==> config.mk <==
export PLATFORM = sky130hd
export DESIGN_NAME = spi_frame_loader_flat
export DESIGN_NICKNAME = d
export VERILOG_FILES = /design/src/rtl/spi_frame_loader_if.sv /design/src/rtl/spi_frame_loader.sv /design/src/flat_wrapper.sv
export SDC_FILE = /design/constraint.sdc
export NUM_CORES = 1
export LEC_CHECK = 0
export CAP_MARGIN = 20
export CORE_ASPECT_RATIO = 0.9
export CORE_MARGIN = 4
export CORE_UTILIZATION = 41
export CTS_CLUSTER_DIAMETER = 60
export DETAILED_ROUTE_END_ITERATION = 8
export PLACE_DENSITY = 0.68
export SLEW_MARGIN = 20
export SYNTH_ARGS = -nofsm -noshare
export SYNTH_HDL_FRONTEND = slang
export SYNTH_SLANG_ARGS = --single-unit
export TNS_END_PERCENT = 50
==> constraint.sdc <==
create_clock -name spi_clk -period 5.45 [get_ports spi_clk]
set_input_delay 1.09 -clock spi_clk [delete_from_list [all_inputs] [get_ports spi_clk]]
set_output_delay 1.09 -clock spi_clk [all_outputs]
set_load 0.01 [all_outputs]
==> src/rtl/spi_frame_loader_if.sv <==
// Word, framebuffer-write, swap-handshake and status signals between the SPI side and the
// frame loader. master drives received words and swap_ack; slave is the loader.
interface spi_frame_loader_if #(
  parameter int unsigned ADDR_W = 11
);
  logic              word_valid;
  logic [31:0]       word_data;
  logic              fb_we;
  logic [ADDR_W-1:0] fb_addr;
  logic [23:0]       fb_data;
  logic              fb_buf;
  logic              swap_req;
  logic              swap_ack;
  logic [7:0]        brightness;
  logic              busy;
  logic [7:0]        err_count;

  modport master (
    output word_valid,
    output word_data,
    output swap_ack,
    input  fb_we,
    input  fb_addr,
    input  fb_data,
    input  fb_buf,
    input  swap_req,
    input  brightness,
    input  busy,
    input  err_count
  );

  modport slave (
    input  word_valid,
    input  word_data,
    input  swap_ack,
    output fb_we,
    output fb_addr,
    output fb_data,
    output fb_buf,
    output swap_req,
    output brightness,
    output busy,
    output err_count
  );
endinterface

==> src/rtl/spi_frame_loader.sv <==
// Decodes SPI words into header commands and back-buffer pixel writes, and runs the
// buffer-swap handshake with the scan side.
module spi_frame_loader #(
  parameter int unsigned WIDTH  = 64,
  parameter int unsigned HEIGHT = 32,
  parameter int unsigned ADDR_W = 11
) (
  input  logic                spi_clk,
  input  logic                reset,
  spi_frame_loader_if.slave   bus
);

  localparam int unsigned Pixels = WIDTH * HEIGHT;
  localparam int unsigned CntW   = $clog2(Pixels + 1);

  localparam logic [7:0] SyncByte      = 8'hA5;
  localparam logic [7:0] CmdStartFrame = 8'h01;
  localparam logic [7:0] CmdStartRow   = 8'h02;
  localparam logic [7:0] CmdSwap       = 8'h03;
  localparam logic [7:0] CmdBrightness = 8'h04;

  typedef enum logic [1:0] {StIdle, StStream, StSwapWait} state_e;

  state_e            state_q, state_d;
  logic [ADDR_W-1:0] addr_q, addr_d;
  logic [CntW-1:0]   remain_q, remain_d;
  logic              fb_we_q, fb_we_d;
  logic [ADDR_W-1:0] fb_addr_q, fb_addr_d;
  logic [23:0]       fb_data_q, fb_data_d;
  logic              fb_buf_q, fb_buf_d;
  logic              swap_req_q, swap_req_d;
  logic [7:0]        bright_q, bright_d;
  logic [7:0]        err_q, err_d;
  logic              err_inc;

  logic [7:0]  hdr_sync;
  logic [7:0]  hdr_cmd;
  logic [15:0] hdr_arg;

  assign hdr_sync = bus.word_data[31:24];
  assign hdr_cmd  = bus.word_data[23:16];
  assign hdr_arg  = bus.word_data[15:0];

  // State register
  always_ff @(posedge spi_clk) begin
    if (reset) begin
      state_q    <= StIdle;
      addr_q     <= '0;
      remain_q   <= '0;
      fb_we_q    <= 1'b0;
      fb_addr_q  <= '0;
      fb_data_q  <= '0;
      fb_buf_q   <= 1'b1;
      swap_req_q <= 1'b0;
      bright_q   <= 8'hFF;
      err_q      <= 8'h00;
    end else begin
      state_q    <= state_d;
      addr_q     <= addr_d;
      remain_q   <= remain_d;
      fb_we_q    <= fb_we_d;
      fb_addr_q  <= fb_addr_d;
      fb_data_q  <= fb_data_d;
      fb_buf_q   <= fb_buf_d;
      swap_req_q <= swap_req_d;
      bright_q   <= bright_d;
      err_q      <= err_d;
    end
  end

  // Next-state and datapath
  always_comb begin
    state_d    = state_q;
    addr_d     = addr_q;
    remain_d   = remain_q;
    fb_we_d    = 1'b0;
    fb_addr_d  = fb_addr_q;
    fb_data_d  = fb_data_q;
    fb_buf_d   = fb_buf_q;
    swap_req_d = swap_req_q;
    bright_d   = bright_q;
    err_inc    = 1'b0;

    unique case (state_q)
      StIdle: begin
        if (bus.word_valid) begin
          if (hdr_sync != SyncByte) begin
            err_inc = 1'b1;
          end else begin
            case (hdr_cmd)
              CmdStartFrame: begin
                addr_d   = '0;
                remain_d = CntW'(Pixels);
                state_d  = StStream;
              end
              CmdStartRow: begin
                if (32'(hdr_arg) < HEIGHT) begin
                  addr_d   = ADDR_W'(32'(hdr_arg) * WIDTH);
                  remain_d = CntW'(WIDTH);
                  state_d  = StStream;
                end else begin
                  err_inc = 1'b1;
                end
              end
              CmdSwap: begin
                swap_req_d = 1'b1;
                state_d    = StSwapWait;
              end
              CmdBrightness: bright_d = hdr_arg[7:0];
              default:       err_inc  = 1'b1;
            endcase
          end
        end
      end

      StStream: begin
        // Every word is a pixel here, even one that looks like a header.
        if (bus.word_valid) begin
          fb_we_d   = 1'b1;
          fb_addr_d = addr_q;
          fb_data_d = bus.word_data[23:0];
          addr_d    = addr_q + ADDR_W'(1);
          remain_d  = remain_q - CntW'(1);
          if (remain_q == CntW'(1)) begin
            state_d = StIdle;
          end
        end
      end

      StSwapWait: begin
        if (bus.word_valid) begin
          err_inc = 1'b1;
        end
        if (bus.swap_ack) begin
          swap_req_d = 1'b0;
          fb_buf_d   = ~fb_buf_q;
          state_d    = StIdle;
        end
      end

      default: state_d = StIdle;
    endcase

    err_d = (err_inc && (err_q != 8'hFF)) ? err_q + 8'd1 : err_q;
  end

  // Outputs
  always_comb begin
    bus.busy       = (state_q != StIdle);
    bus.fb_we      = fb_we_q;
    bus.fb_addr    = fb_addr_q;
    bus.fb_data    = fb_data_q;
    bus.fb_buf     = fb_buf_q;
    bus.swap_req   = swap_req_q;
    bus.brightness = bright_q;
    bus.err_count  = err_q;
  end

endmodule

==> src/flat_wrapper.sv <==
// flat-port wrapper written by rule: the top's interface ports become plain ports
module spi_frame_loader_flat 
#(
  parameter int unsigned WIDTH  = 64,
  parameter int unsigned HEIGHT = 32,
  parameter int unsigned ADDR_W = 11
)
  (spi_clk, reset, bus_word_valid, bus_word_data, bus_swap_ack, bus_fb_we, bus_fb_addr, bus_fb_data, bus_fb_buf, bus_swap_req, bus_brightness, bus_busy, bus_err_count);
  spi_frame_loader_if #(.ADDR_W(ADDR_W)) bus_i ();
  input  logic spi_clk;
  input  logic reset;
  input wire logic [$bits(bus_i.word_valid)-1:0] bus_word_valid;
  input wire logic [$bits(bus_i.word_data)-1:0] bus_word_data;
  input wire logic [$bits(bus_i.swap_ack)-1:0] bus_swap_ack;
  output wire logic [$bits(bus_i.fb_we)-1:0] bus_fb_we;
  output wire logic [$bits(bus_i.fb_addr)-1:0] bus_fb_addr;
  output wire logic [$bits(bus_i.fb_data)-1:0] bus_fb_data;
  output wire logic [$bits(bus_i.fb_buf)-1:0] bus_fb_buf;
  output wire logic [$bits(bus_i.swap_req)-1:0] bus_swap_req;
  output wire logic [$bits(bus_i.brightness)-1:0] bus_brightness;
  output wire logic [$bits(bus_i.busy)-1:0] bus_busy;
  output wire logic [$bits(bus_i.err_count)-1:0] bus_err_count;
  assign bus_i.word_valid = bus_word_valid;
  assign bus_i.word_data = bus_word_data;
  assign bus_i.swap_ack = bus_swap_ack;
  assign bus_fb_we = bus_i.fb_we;
  assign bus_fb_addr = bus_i.fb_addr;
  assign bus_fb_data = bus_i.fb_data;
  assign bus_fb_buf = bus_i.fb_buf;
  assign bus_swap_req = bus_i.swap_req;
  assign bus_brightness = bus_i.brightness;
  assign bus_busy = bus_i.busy;
  assign bus_err_count = bus_i.err_count;
  spi_frame_loader #(.WIDTH(WIDTH), .HEIGHT(HEIGHT), .ADDR_W(ADDR_W)) u_core (.spi_clk(spi_clk), .reset(reset), .bus(bus_i));
endmodule
==> flow_metrics.env <==
export IMPL_diodes=0
export IMPL_setup_tns_ns=0
export IMPL_drt_total_wl_mm=9.71
export IMPL_layout_common_cells="89 x clkdlybuf4s50_1, 83 x nand2_1, 79 x dfxtp_1"
export IMPL_grt_pass1_vias=3307
export IMPL_place_gp_congestion=0.826
export IMPL_crit_fanout=30
export IMPL_hold_ws_ns=0.456
export IMPL_critPathKind="in -> reg"
export IMPL_grt_ovfl_total=0
export IMPL_ys_flop_type="dfxtp_1"
export IMPL_core_area_um2=8730
export IMPL_seq_area_frac_synth=0.424
export IMPL_setup_viol=0
export IMPL_synth_avg_cell_area_um2=8.23
export IMPL_dr_pass1_iters=4
export IMPL_rsz0062_at_grt="false"
export IMPL_synthCells=453
export IMPL_cts_tree="yes"
export IMPL_p_per_area_nw_per_um2=224
export IMPL_p_seq_frac=0.531
export IMPL_internal_power_w=0.000826
export IMPL_ant_nets=0
export IMPL_grt_pass1_wl_mm=16.1
export IMPL_dieArea_um2=10700
export IMPL_insertion_delay_ns=0.36
export IMPL_max_freq_mhz=307
export IMPL_synth_seq_cells=79
export IMPL_period_needed_ns=3.26
export IMPL_status="completed"
export IMPL_portBuffers=90
export IMPL_start_kind="primary input"
export IMPL_endpoint_kind="flop"
export IMPL_clockRootBuffer="clkbuf_8"
export IMPL_p_clk_frac=0.413
export IMPL_antenna_found_initial=0
export IMPL_grt_usage=0.186
export IMPL_power_switching_w=0.000265
export IMPL_start_util=0.427
export IMPL_post_cts_buffers=0
export IMPL_maxSlewViolCount=0
export IMPL_rows=32
export IMPL_htreeDepth=3
export IMPL_syn_area_um2=3730
export IMPL_cts_buffer_depth=2
export IMPL_drv_cap=0
export IMPL_yosysTopAreaCellShare=0.424
export IMPL_post_cts_resized=0
export IMPL_cp_arrival_ns=3.54
export IMPL_clk_pin_slew_ns=0.09
export IMPL_skew_ns=0.00868
export IMPL_grt_max_degree=72
export IMPL_ioPinCount=91
export IMPL_finalHoldViolations=0
export IMPL_synthToLayoutAreaGrowth_pct=30.9
export IMPL_max_slew_margin=0.399
export IMPL_viasPerCell=5.37
export IMPL_drive_above_1_share=0.0734
export IMPL_fp_dieW_um=108
export IMPL_synth_edf_count=0
export IMPL_vias=3492
export IMPL_async_flop_share=0
export IMPL_postCtsHoldBufs=0
export IMPL_yosys_warnings=0
export IMPL_period_share=0.597
export IMPL_ir_drop_mv=0.132
export IMPL_drc=0
export IMPL_synth_nets=493
export IMPL_fp_dieH_um=98.4
export IMPL_synth_cell_type_count=56
export IMPL_swShare=0.243
export IMPL_ys_top_cells_by_area="dfxtp_1 42%, nand2_1 8.5%, a21oi_1 8.1%, o31ai_1 2.8%, nor2b_1 2.5%"
export IMPL_wl_per_cell_um=14.9
export IMPL_required_ns=5.74
export IMPL_combPwrFrac=0.056
export IMPL_initialDrtViolationCount=196
export IMPL_cts_buffers=9
export IMPL_dpl_hpwl_mm=6.77
export IMPL_yosysTopAreaCell="dfxtp_1"
export IMPL_leakage_nw=1.61
export IMPL_layout_commonest_cell="clkdlybuf4s50_1"
export IMPL_cts_sinks=79
export IMPL_worst_slew_pin_slew_ns=0.902
export IMPL_fin_nets=566
export IMPL_min_path_type="reg -> reg"
[path summary, 6_finish.rpt]
kind | startpoint | to | slack (ns) | cells past startpoint
max reg2reg | u_core.state_q[0]$_SDFFE_PP0P_ | u_core.bus.fb_addr[1]$_SDFFE_PP0P_ | 3.31 | 4
min | u_core.bus.fb_data[23]$_SDFFE_PP0P_ | u_core.bus.fb_data[23]$_SDFFE_PP0P_ | 0.46 | 2
min reg2reg | u_core.bus.fb_data[23]$_SDFFE_PP0P_ | u_core.bus.fb_data[23]$_SDFFE_PP0P_ | 0.46 | 2
max | bus_word_data[18] | u_core.addr_q[5]$_SDFFE_PP0P_ | 2.19 | 6
[sequential cells by signal, summed over array words and instances, names as in the netlist]
name,count
u_core.addr_q,11
u_core.bus.brightness,8
u_core.bus.err_count,8
u_core.bus.fb_addr,11
u_core.bus.fb_buf,1
u_core.bus.fb_data,24
u_core.bus.fb_we,1
u_core.bus.swap_req,1
u_core.remain_q,12
u_core.state_q,2
[kinds of logic after synthesis]
group,share of synthesized area
AND/OR/NAND/NOR,0.294
multiplexers,0.0178
buffers and inverters,0.0453
flip-flops,0.424
XOR/XNOR,0.00705
AO/OA/AOI/OAI,0.197
adder cells (fa/ha/maj),0.0134
[power groups by stage]
stage | clock network (W) | registers (W) | logic, W
2_1_floorplan | 0 | 0.000593 | 0.0000220
3_3_place_gp | 0 | 0.000593 | 0.0000601
3_5_place_dp | 0 | 0.000593 | 0.0000610
4_1_cts | 0.000463 | 0.000579 | 0.0000615
5_1_grt | 0.000486 | 0.000580 | 0.0000670
6_report | 0.000451 | 0.000579 | 0.0000615
[cells in the mapped netlist (all sizes together) (2+ instances only)]
library cell,number
nor2,22
nor3b,3
or4,10
o31a,2
or3,7
a21oi,60
or4b,2
nor3,14
o32ai,2
a211oi,4
o31ai,14
nand3,13
a31oi,7
nand2,84
inv,9
xor2,3
nand2b,5
a211o,8
dfxtp,79
clkbuf,23
nor2b,15
nor4,11
nor4bb,2
a31o,3
mux2,5
buf,7
or3b,2
a2111oi,2
ha,4
o21ai,7
nand4,8
[critical path, stage by stage]
cell             delay, ns
clkdlybuf4s50_1       0.55
nor4_2                0.37
a31oi_1               0.21
or2_1                 0.57
or4_1                 0.60
a21oi_1               0.15
[metrics by stage]
stage	area [um2]	std cells	utilization	power, W	setup slack, ns
5_1_grt	4880	650	0.559	0.00113	2.02
6_report	4880	650	0.559	0.00109	2.19
3_5_place_dp	4650	634	0.533	0.000654	1.54
3_3_place_gp	4650	634	0.533	0.000653	1.62
2_1_floorplan	3730	453	-	0.000615	2.71
4_1_cts	4860	650	0.556	0.00110	1.91
[final cells by class]
type                       count  area, um2
tap                          119        149
sequential                    79       1580
clock buffer                   9        124
clock inverter                 7       80.1
timing repair buffer          92        911
fill                         829       3850
multi-input combinational    335       2000
inverter                       9       33.8
[layer usage]
| metal | part of all wire | vias up | wire [um] | GRT usage |
|---|---|---|---|---|
| li1 | - | 1781 | - | - |
| met1 | 0.46 | 1611 | 4440 | 0.248 |
| met2 | 0.47 | 89 | 4540 | 0.291 |
| met3 | 0.063 | 11 | 610 | 0.0563 |
| met4 | 0.012 | 0 | 121 | 0.0534 |
| met5 | 0 | - | 0 | 0 |
Power figures use the tool's default switching activity.
